## src/rtl/hash_probe_table.sv

```systemverilog
// Open-addressed hash table in registers: lookup/insert/delete/clear with
// linear probing (one slot per clock) and tombstone deletion.
module hash_probe_table #(
  parameter int unsigned KEY_W = 8,
  parameter int unsigned DEPTH = 16,
  localparam int unsigned IDX_W = $clog2(DEPTH)
) (
  input  logic             clk,
  input  logic             rst_n,
  input  logic             cmd_valid_i,
  output logic             cmd_ready_o,
  input  logic [1:0]       cmd_op_i,
  input  logic [KEY_W-1:0] cmd_key_i,
  output logic             rsp_valid_o,
  output logic [1:0]       rsp_status_o,
  output logic [IDX_W-1:0] rsp_index_o,
  output logic [IDX_W:0]   count_o
);

  localparam int unsigned NCHUNK = (KEY_W + IDX_W - 1) / IDX_W;
  localparam int unsigned PAD_W  = NCHUNK * IDX_W;

  localparam logic [1:0] OP_LOOKUP = 2'b00;
  localparam logic [1:0] OP_INSERT = 2'b01;
  localparam logic [1:0] OP_CLEAR  = 2'b11;

  localparam logic [1:0] ST_OK   = 2'b00;
  localparam logic [1:0] ST_MISS = 2'b01;
  localparam logic [1:0] ST_DUP  = 2'b10;
  localparam logic [1:0] ST_FULL = 2'b11;

  typedef enum logic [1:0] {FSM_IDLE, FSM_PROBE, FSM_RESP} fsm_e;
  typedef enum logic [1:0] {SLOT_EMPTY = 2'b00, SLOT_FULL = 2'b01, SLOT_DEL = 2'b10} slot_e;

  // XOR-fold of the key into IDX_W-bit chunks, top chunk zero-padded
  function automatic logic [IDX_W-1:0] fold_hash(input logic [KEY_W-1:0] key);
    logic [PAD_W-1:0] padded;
    logic [IDX_W-1:0] h;
    padded = PAD_W'(key);
    h      = '0;
    for (int i = 0; i < int'(NCHUNK); i++) h ^= padded[i*IDX_W +: IDX_W];
    return h;
  endfunction

  fsm_e             fsm_q, fsm_d;
  logic [KEY_W-1:0] key_q, key_d;
  logic [1:0]       op_q, op_d;
  logic [IDX_W-1:0] base_q, base_d;
  logic [IDX_W-1:0] probe_q, probe_d;
  logic             free_vld_q, free_vld_d;
  logic [IDX_W-1:0] free_idx_q, free_idx_d;
  logic             ready_q, ready_d;
  logic             rsp_valid_q, rsp_valid_d;
  logic [1:0]       rsp_status_q, rsp_status_d;
  logic [IDX_W-1:0] rsp_index_q, rsp_index_d;
  logic [IDX_W:0]   count_q, count_d;

  logic [KEY_W-1:0] slot_key_q [DEPTH];
  slot_e            slot_st_q  [DEPTH];

  logic             tbl_clr, tbl_we, tbl_kwe;
  logic [IDX_W-1:0] tbl_widx;
  slot_e            tbl_wst;

  logic [IDX_W-1:0] cur_idx, free_sel;
  logic             cur_hit, cur_empty, last_probe, free_any;

  assign cur_idx    = base_q + probe_q;
  assign cur_hit    = (slot_st_q[cur_idx] == SLOT_FULL) && (slot_key_q[cur_idx] == key_q);
  assign cur_empty  = (slot_st_q[cur_idx] == SLOT_EMPTY);
  assign last_probe = (probe_q == IDX_W'(DEPTH - 1));
  // First free slot seen wins; the current slot counts if nothing earlier was free
  assign free_any   = free_vld_q || (slot_st_q[cur_idx] != SLOT_FULL);
  assign free_sel   = free_vld_q ? free_idx_q : cur_idx;

  always_comb begin
    fsm_d        = fsm_q;
    key_d        = key_q;
    op_d         = op_q;
    base_d       = base_q;
    probe_d      = probe_q;
    free_vld_d   = free_vld_q;
    free_idx_d   = free_idx_q;
    rsp_valid_d  = 1'b0;
    rsp_status_d = rsp_status_q;
    rsp_index_d  = rsp_index_q;
    count_d      = count_q;
    tbl_clr      = 1'b0;
    tbl_we       = 1'b0;
    tbl_kwe      = 1'b0;
    tbl_widx     = cur_idx;
    tbl_wst      = SLOT_FULL;

    case (fsm_q)
      FSM_IDLE: begin
        if (cmd_valid_i && ready_q) begin
          if (cmd_op_i == OP_CLEAR) begin
            tbl_clr      = 1'b1;
            count_d      = '0;
            rsp_valid_d  = 1'b1;
            rsp_status_d = ST_OK;
            rsp_index_d  = '0;
            fsm_d        = FSM_RESP;
          end else begin
            key_d      = cmd_key_i;
            op_d       = cmd_op_i;
            base_d     = fold_hash(cmd_key_i);
            probe_d    = '0;
            free_vld_d = 1'b0;
            free_idx_d = '0;
            fsm_d      = FSM_PROBE;
          end
        end
      end
      FSM_PROBE: begin
        if (cur_hit || cur_empty || last_probe) begin
          fsm_d       = FSM_RESP;
          rsp_valid_d = 1'b1;
          rsp_index_d = '0;
          case (op_q)
            OP_LOOKUP: begin
              rsp_status_d = cur_hit ? ST_OK : ST_MISS;
              if (cur_hit) rsp_index_d = cur_idx;
            end
            OP_INSERT: begin
              if (cur_hit) begin
                rsp_status_d = ST_DUP;
                rsp_index_d  = cur_idx;
              end else if (free_any) begin
                rsp_status_d = ST_OK;
                rsp_index_d  = free_sel;
                tbl_we       = 1'b1;
                tbl_kwe      = 1'b1;
                tbl_widx     = free_sel;
                tbl_wst      = SLOT_FULL;
                count_d      = count_q + (IDX_W+1)'(1);
              end else begin
                rsp_status_d = ST_FULL;
              end
            end
            default: begin
              if (cur_hit) begin
                rsp_status_d = ST_OK;
                rsp_index_d  = cur_idx;
                tbl_we       = 1'b1;
                tbl_wst      = SLOT_DEL;
                count_d      = count_q - (IDX_W+1)'(1);
              end else begin
                rsp_status_d = ST_MISS;
              end
            end
          endcase
        end else begin
          probe_d = probe_q + IDX_W'(1);
          if ((slot_st_q[cur_idx] == SLOT_DEL) && !free_vld_q) begin
            free_vld_d = 1'b1;
            free_idx_d = cur_idx;
          end
        end
      end
      FSM_RESP: fsm_d = FSM_IDLE;
      default:  fsm_d = FSM_IDLE;
    endcase

    ready_d = (fsm_d == FSM_IDLE);
  end

  always_ff @(posedge clk or negedge rst_n) begin
    if (!rst_n) begin
      fsm_q        <= FSM_IDLE;
      key_q        <= '0;
      op_q         <= '0;
      base_q       <= '0;
      probe_q      <= '0;
      free_vld_q   <= 1'b0;
      free_idx_q   <= '0;
      ready_q      <= 1'b1;
      rsp_valid_q  <= 1'b0;
      rsp_status_q <= '0;
      rsp_index_q  <= '0;
      count_q      <= '0;
    end else begin
      fsm_q        <= fsm_d;
      key_q        <= key_d;
      op_q         <= op_d;
      base_q       <= base_d;
      probe_q      <= probe_d;
      free_vld_q   <= free_vld_d;
      free_idx_q   <= free_idx_d;
      ready_q      <= ready_d;
      rsp_valid_q  <= rsp_valid_d;
      rsp_status_q <= rsp_status_d;
      rsp_index_q  <= rsp_index_d;
      count_q      <= count_d;
    end
  end

  // Slot storage: clear empties every slot, otherwise at most one slot written per edge
  always_ff @(posedge clk or negedge rst_n) begin
    if (!rst_n) begin
      for (int i = 0; i < int'(DEPTH); i++) begin
        slot_st_q[i]  <= SLOT_EMPTY;
        slot_key_q[i] <= '0;
      end
    end else if (tbl_clr) begin
      for (int i = 0; i < int'(DEPTH); i++) slot_st_q[i] <= SLOT_EMPTY;
    end else if (tbl_we) begin
      slot_st_q[tbl_widx] <= tbl_wst;
      if (tbl_kwe) slot_key_q[tbl_widx] <= key_q;
    end
  end

  assign cmd_ready_o  = ready_q;
  assign rsp_valid_o  = rsp_valid_q;
  assign rsp_status_o = rsp_status_q;
  assign rsp_index_o  = rsp_index_q;
  assign count_o      = count_q;

endmodule

```

## config.mk

```make
export PLATFORM = sky130hd
export DESIGN_NAME = hash_probe_table
export DESIGN_NICKNAME = d
export VERILOG_FILES = /design/src/rtl/hash_probe_table.sv
export SDC_FILE = /design/constraint.sdc
export NUM_CORES = 1
export LEC_CHECK = 0
export BUFFER_PORTS_ARGS = -buffer_cell sky130_fd_sc_hd__buf_4
export CORE_ASPECT_RATIO = 1.1
export CORE_MARGIN = 3
export CORE_UTILIZATION = 55
export DETAILED_ROUTE_END_ITERATION = 7
export GPL_ROUTABILITY_DRIVEN = 0
export MAX_ROUTING_LAYER = met4
export PLACE_DENSITY = 0.76
export SLEW_MARGIN = 20
export SYNTH_ARGS = -nofsm -noshare
export SYNTH_HDL_FRONTEND = slang
export SYNTH_SLANG_ARGS = --single-unit
```

## constraint.sdc

```tcl
create_clock -name clk -period 11.2 [get_ports clk]
set_input_delay 0.56 -clock clk [delete_from_list [all_inputs] [get_ports clk]]
set_output_delay 0.56 -clock clk [all_outputs]
set_load 0.01 [all_outputs]
```

## After elaboration in Yosys (flattened, before gate mapping)

Cells that the tools add are included.

| cells by class | value |
|---|---|
| add/subtract/negate cells | 4 |
| order comparisons | 3 |
| equal/unequal tests | 18 |
| multiplexer cells | 78 |
| bitwise gates (word level) | 5 |
| reductions and logical operators | 21 |

Operators by type and width:

| kind | count |
|---|---|
| 128-bit bitwise mux | 1 |
| 4-bit two-way mux | 18 |
| 32-bit two-way mux | 2 |
| 8-bit binary-select mux with 4-bit select | 1 |
| 32-bit bitwise mux | 1 |
| 8-bit demux with 4-bit select | 1 |
| 2-bit two-way mux | 16 |
| 5-bit two-way mux | 6 |
| 8-bit two-way mux | 3 |
| 4-bit case mux with 2 select lines | 3 |
| 5-bit case mux with 2 select lines | 2 |
| 1-bit two-way mux | 17 |
| 2-bit != test, second input constant | 7 |
| 5-bit greater-or-equal comparator, second input constant | 2 |
| 4-bit NOT with 5-bit output | 2 |
| 2-bit binary-select mux with 4-bit select | 1 |
| 2-bit demux with 4-bit select | 1 |
| 8-bit equality test | 1 |
| 2-bit zero test | 4 |
| 2-bit case mux with 2 select lines | 2 |
| 4-bit AND reduction | 2 |
| 8-bit AND reduction | 1 |
| 2-bit by 1-bit equality test with 1-bit output, second input constant | 3 |
| 3-bit != test, second input constant | 2 |
| 19 further kinds | 30 |

| word-level totals | value |
|---|---|
| register bits | 198 |
| input port bits | 13 |
| output and inout bits | 13 |
| logic and storage cells | 173 |

## Logic depth before layout (Yosys ltp)

| logic depth | value |
|---|---|
| depth after elaboration | 20 |
| depth in mapped cells | 18 |
| gate-level depth less buffers | 11 |

## Worst setup path before layout

No wires, ideal clock.

| timing path | value |
|---|---|
| path type | register to register |
| from | register probe_q[0] |
| to | register slot_key_q[104] (netlist bit) |
| library setup time | 0.125 ns |
| arrival time | 4.096 ns |
| required time | 11.075 ns |
| slack | 6.979 ns |
| cell stages (with the launch flop) | 15 |
| path buffers | 3 |
| clock period less this slack | 4.221 ns |
| path through | dfrtp_1 > ha_1 > fa_1 > buf_2 > clkbuf_1 > mux4_2 > mux2_2 > nor3_1 > nor3_1 > nor3_1 > nand4_1 > buf_6 > o2111a_2 > a32oi_4 > mux2_2 |

| between the ends | value |
|---|---|
| cells in the longest elaborated chain, start to end | 18 |
| elaborated cells on any way between the ends | 40 |
| classes of those cells | 1 x add/sub; 2 x order compare; 4 x eq/ne; 24 x mux; 2 x bitwise; 7 x reduce/logical |

Ends and longest elaborated chain:

| item | RTL line | text |
|---|---|---|
| start: declaration | 49 | `logic [IDX_W-1:0] probe_q, probe_d;` |
| start signal: assignment | 187 | `probe_q <= probe_d;` |
| 4-bit adder | 68 | `assign cur_idx = base_q + probe_q;` |
| 4-bit NOT with 5-bit output (not written as such) | 69, 70, 73 |  |
| 2-bit binary-select mux with 4-bit select | 69, 70, 73 |  |
| 2-bit two-way mux (not written as such) (2 in series) | 69, 70, 73 |  |
| 2-bit by 1-bit != test with 1-bit output | 73 | `assign free_any = free_vld_q \|\| (slot_st_q[cur_idx] != SLOT_FULL);` |
| 1-bit logical OR | 73 |  |
| 4-bit two-way mux | 129 | `end else if (free_any) begin` |
| 4-bit two-way mux | 126 | `if (cur_hit) begin` |
| 4-bit two-way mux | 120 | `case (op_q)` |
| 4-bit two-way mux | 116 | `if (cur_hit \|\| cur_empty \|\| last_probe) begin` |
| 4-bit two-way mux | 94 | `case (fsm_q)` |
| 4-bit NOT with 5-bit output (not written as such) | 209 | `if (tbl_kwe) slot_key_q[tbl_widx] <= key_q;` |
| 5-bit greater-or-equal comparator (not written as such) / 5-bit by 1-bit less-than comparator with 1-bit output (equally long branches) | 209 |  |
| 1-bit logical AND (not written as such) | 209 |  |
| 8-bit two-way mux (not written as such) | 209 |  |
| 8-bit demux with 4-bit select | 209 |  |
| 128-bit bitwise mux | 209 |  |
| end signal: indexed assignment | 209 |  |
| end: declaration | 58 | `logic [KEY_W-1:0] slot_key_q [DEPTH];` |

Parallel ways exist; a longest one is shown, timed or not. The select of a mux whose other input is x is not followed.
A chain may end at the register's enable or synchronous reset.

## Worst setup path in the final report

| timing path | value |
|---|---|
| from | register probe_q[0] |
| to | register slot_key_q[34] (netlist bit) |

The elaborated chain is that of the path after synthesis.

==> flow_summary.ini <==
[power]
switching_share = 0.405
p_seq_frac = 0.359
cellPowerDensity_nw_per_um2 = 283
p_clk_frac = 0.190
internal_power_mw = 1.88
peakVddDrop_mv = 0.220
pwr-share-comb = 0.451
p_leak_nw = 5.26
p_sw_mw = 1.28

[route]
viasPerCell = 6.42
finalWirelength_mm = 24.0
drtAntennaViolNets = 0
dr.pass1.iters = 5
avgRoutedWirePerCell_um = 23.2
drtIter0Drc = 778
drc = 0
vias = 6636

[yosys]
syn_nets = 809
syn-instance-count = 787
synthArstFlopShare = 1.00
ys_ff_latch = 198
synth_edf_count = 0
syn_avg_cell_area_um2 = 13.1
synth_ff_type = dfrtp_1
netlist_area_um2 = 10300
synth_common_cells = dfrtp_1 (197), mux2_2 (100), nand2_1 (56)
synthTopCellsByArea = dfrtp_1 (48%), mux2_2 (11%), mux4_2 (7.2%), mux2_1 (4.2%), mux2i_1 (2.5%)
yosysSeqAreaShare = 0.482
yosysMostFrequentCell = dfrtp_1
synth_top_area_cell = dfrtp_1
synth.distinct_cells = 72
synth_top_area_share = 0.479
ys.warnings.count = 0

[cts]
cts.clk_slew.worst_paths_ns = 0.07
cts_num_sinks = 198
cts_made_buffers = 17
cts_setup_buffers = 0
cts.repair.resized = 0
ctsHtreeMaxLevel = 4
clock_latency_ns = 0.44
cts_buffer_depth = 2
tritoncts = built
cts_hold_buf = 0
ctsRootBufferMaster = clkbuf_16

[global_routing]
grt-busiest-layer = met2
grt.total_usage = 0.256
met3_usage = 0.0474
use_met1 = 0.304
antenna_found_initial = 0
overflow = 0
grt_pass1_vias = 7084
grt_first_pass_wirelength_mm = 38.6
grt_max_degree = 114
grtUsageMet2 = 0.417

[sta]
worst_pin_slew_ns = 1.07
finalWorstPathRequiredPeriod_ns = 5.28
finalSetupTns_ns = 0
clock.fmax_mhz = 189
rsz0062_at_grt = false
setup_viol = 0
drv_slew = 0
fin_crit_sh = 0.472
slew_headroom = 0.279
fin_skew_ns = 0.0114
finalHoldViolCount = 0

[worst_setup_path]
crit_arrival_ns = 5.60
critPathMaxStageDelay_ns = 0.83
crit_fanout = 58
critPathCaptureType = register
path_class = register to register
cp_data_required_time_ns = 11.52
start_kind = register
crit_chain = ha_2 -> fa_2 -> buf_4 -> mux4_2 -> inv_1 -> a21oi_1 -> nand4bb_1 -> o211a_1 -> nor3_1 -> o2111ai_1 -> o22ai_2 -> mux2_2
crit_slowest_cell = o22ai_2

[die]
die_area_um2 = 20400
pin_count = 26
rows = 51
die_h_um = 149
core_um2 = 18000
die_w_um = 136
start_util = 0.572

[cells_and_area]
antenna_cells = 0
stdcell_area_um2 = 11100
final_nets = 805
areaGrowthSynthToFinish_pct = 8.31
drive_above_1_share = 0.297
stdcell_count = 1033

[placement]
place_area_um2 = 10600
io_buffers = 25
dp.cells = 1002
post-dp-hpwl_mm = 15.7

[flow_run]
cap_viol_max_count = 0

[min_path]
min_path_type = primary input to asynchronous set/reset pin

[status]
status = completed
[through the flow]
step	setup slack, ns	util	hold slack [ns]	power [mW]
global route	5.66	0.619	0.323	3.32
detailed placement	5.99	0.587	0.474	2.55
floorplan	6.98	-	0.264	2.20
finish	5.92	0.619	0.254	3.15
global placement	6.16	0.587	0.463	2.50
CTS	5.98	0.619	0.285	3.15
[final timing paths]
kind	from	depth (start not counted)	slack [ns]	endpoint
setup / recovery	probe_q[0]	12	5.92	slot_key_q[34]
hold / removal	rst_n	1	0.25	base_q[2]
setup reg to reg	probe_q[0]	12	5.92	slot_key_q[34]
hold reg to reg	slot_key_q[110]	1	0.49	slot_key_q[110]
max in group asynchronous	rst_n	2	9.67	slot_key_q[123]
min in group clk	cmd_key_i[5]	2	0.37	key_q[5]
[registers in the layout, indices dropped and copies added (netlist names)]
signal,count
base_q,4
cmd_ready_o,1
count_o,5
free_idx_q,4
free_vld_q,1
fsm_q,2
key_q,8
op_q,2
probe_q,4
rsp_index_o,4
rsp_status_o,2
rsp_valid_o,1
slot_key_q,128
slot_st_q,32
[critical path, delay by kind of cell (launching register included)]
kind / cells / cell delay, ns
flip-flops: 1 / 0.44
buffers and inverters: 2 / 0.68
adder cells (fa/ha/maj): 2 / 0.73
AO/OA/AOI/OAI: 4 / 1.57
multiplexers: 2 / 0.87
AND/OR/NAND/NOR: 2 / 0.82
[area by class of cell]
class | instances | area [µm²]
Clock buffer | 21 | 480
Clock inverter | 10 | 95.1
Fill cell | 1377 | 6850
Timing Repair Buffer | 31 | 243
Sequential cell | 198 | 4960
Tap cell | 238 | 298
Multi-Input combinational cell | 521 | 5020
Inverter | 14 | 52.6
[layer usage]
metal,vias up,share of wire,wire length (µm)
li1,2915,-,-
met1,3412,0.40,9540
met2,231,0.50,12000
met3,78,0.053,1270
met4,0,0.051,1230
met5,-,0,0
[layout by cell type (no fill, tap or decap), drive strengths merged, types with 6 or more instances in the layout]
cell,count
mux2i,26
xor2,8
xnor2,10
nand2,56
inv,17
o21bai,9
a2111oi,6
nor2b,12
mux4,33
dfrtp,197
nor3b,9
nor4,16
clkbuf,22
nand3,11
nor3,14
a32oi,9
a21oi,9
nand4,7
a21o,14
o21ai,25
nor2,15
ha,7
buf,30
mux2,146
a31o,6
nand2b,8
[cell families after synthesis]
kind of cell / after synthesis / synth area share
buffers and inverters: 68 / 0.0327
muxes: 205 / 0.260
and+or+nand+nor: 169 / 0.0860
xor gates and xnor gates: 18 / 0.0168
AOI/OAI and AO/OA: 120 / 0.110
adders and majority gates: 9 / 0.0124
DFF: 198 / 0.482
[power by group through the flow]
| stage | clock network [mW] | logic, mW | registers (mW) |
|---|---|---|---|
| 2_1_floorplan | 0 | 1.17 | 1.03 |
| 3_3_place_gp | 0 | 1.38 | 1.12 |
| 3_5_place_dp | 0 | 1.41 | 1.14 |
| 4_1_cts | 0.605 | 1.42 | 1.13 |
| 5_1_grt | 0.633 | 1.53 | 1.16 |
| 6_report | 0.599 | 1.42 | 1.13 |
Power figures use the tool's default switching activity.
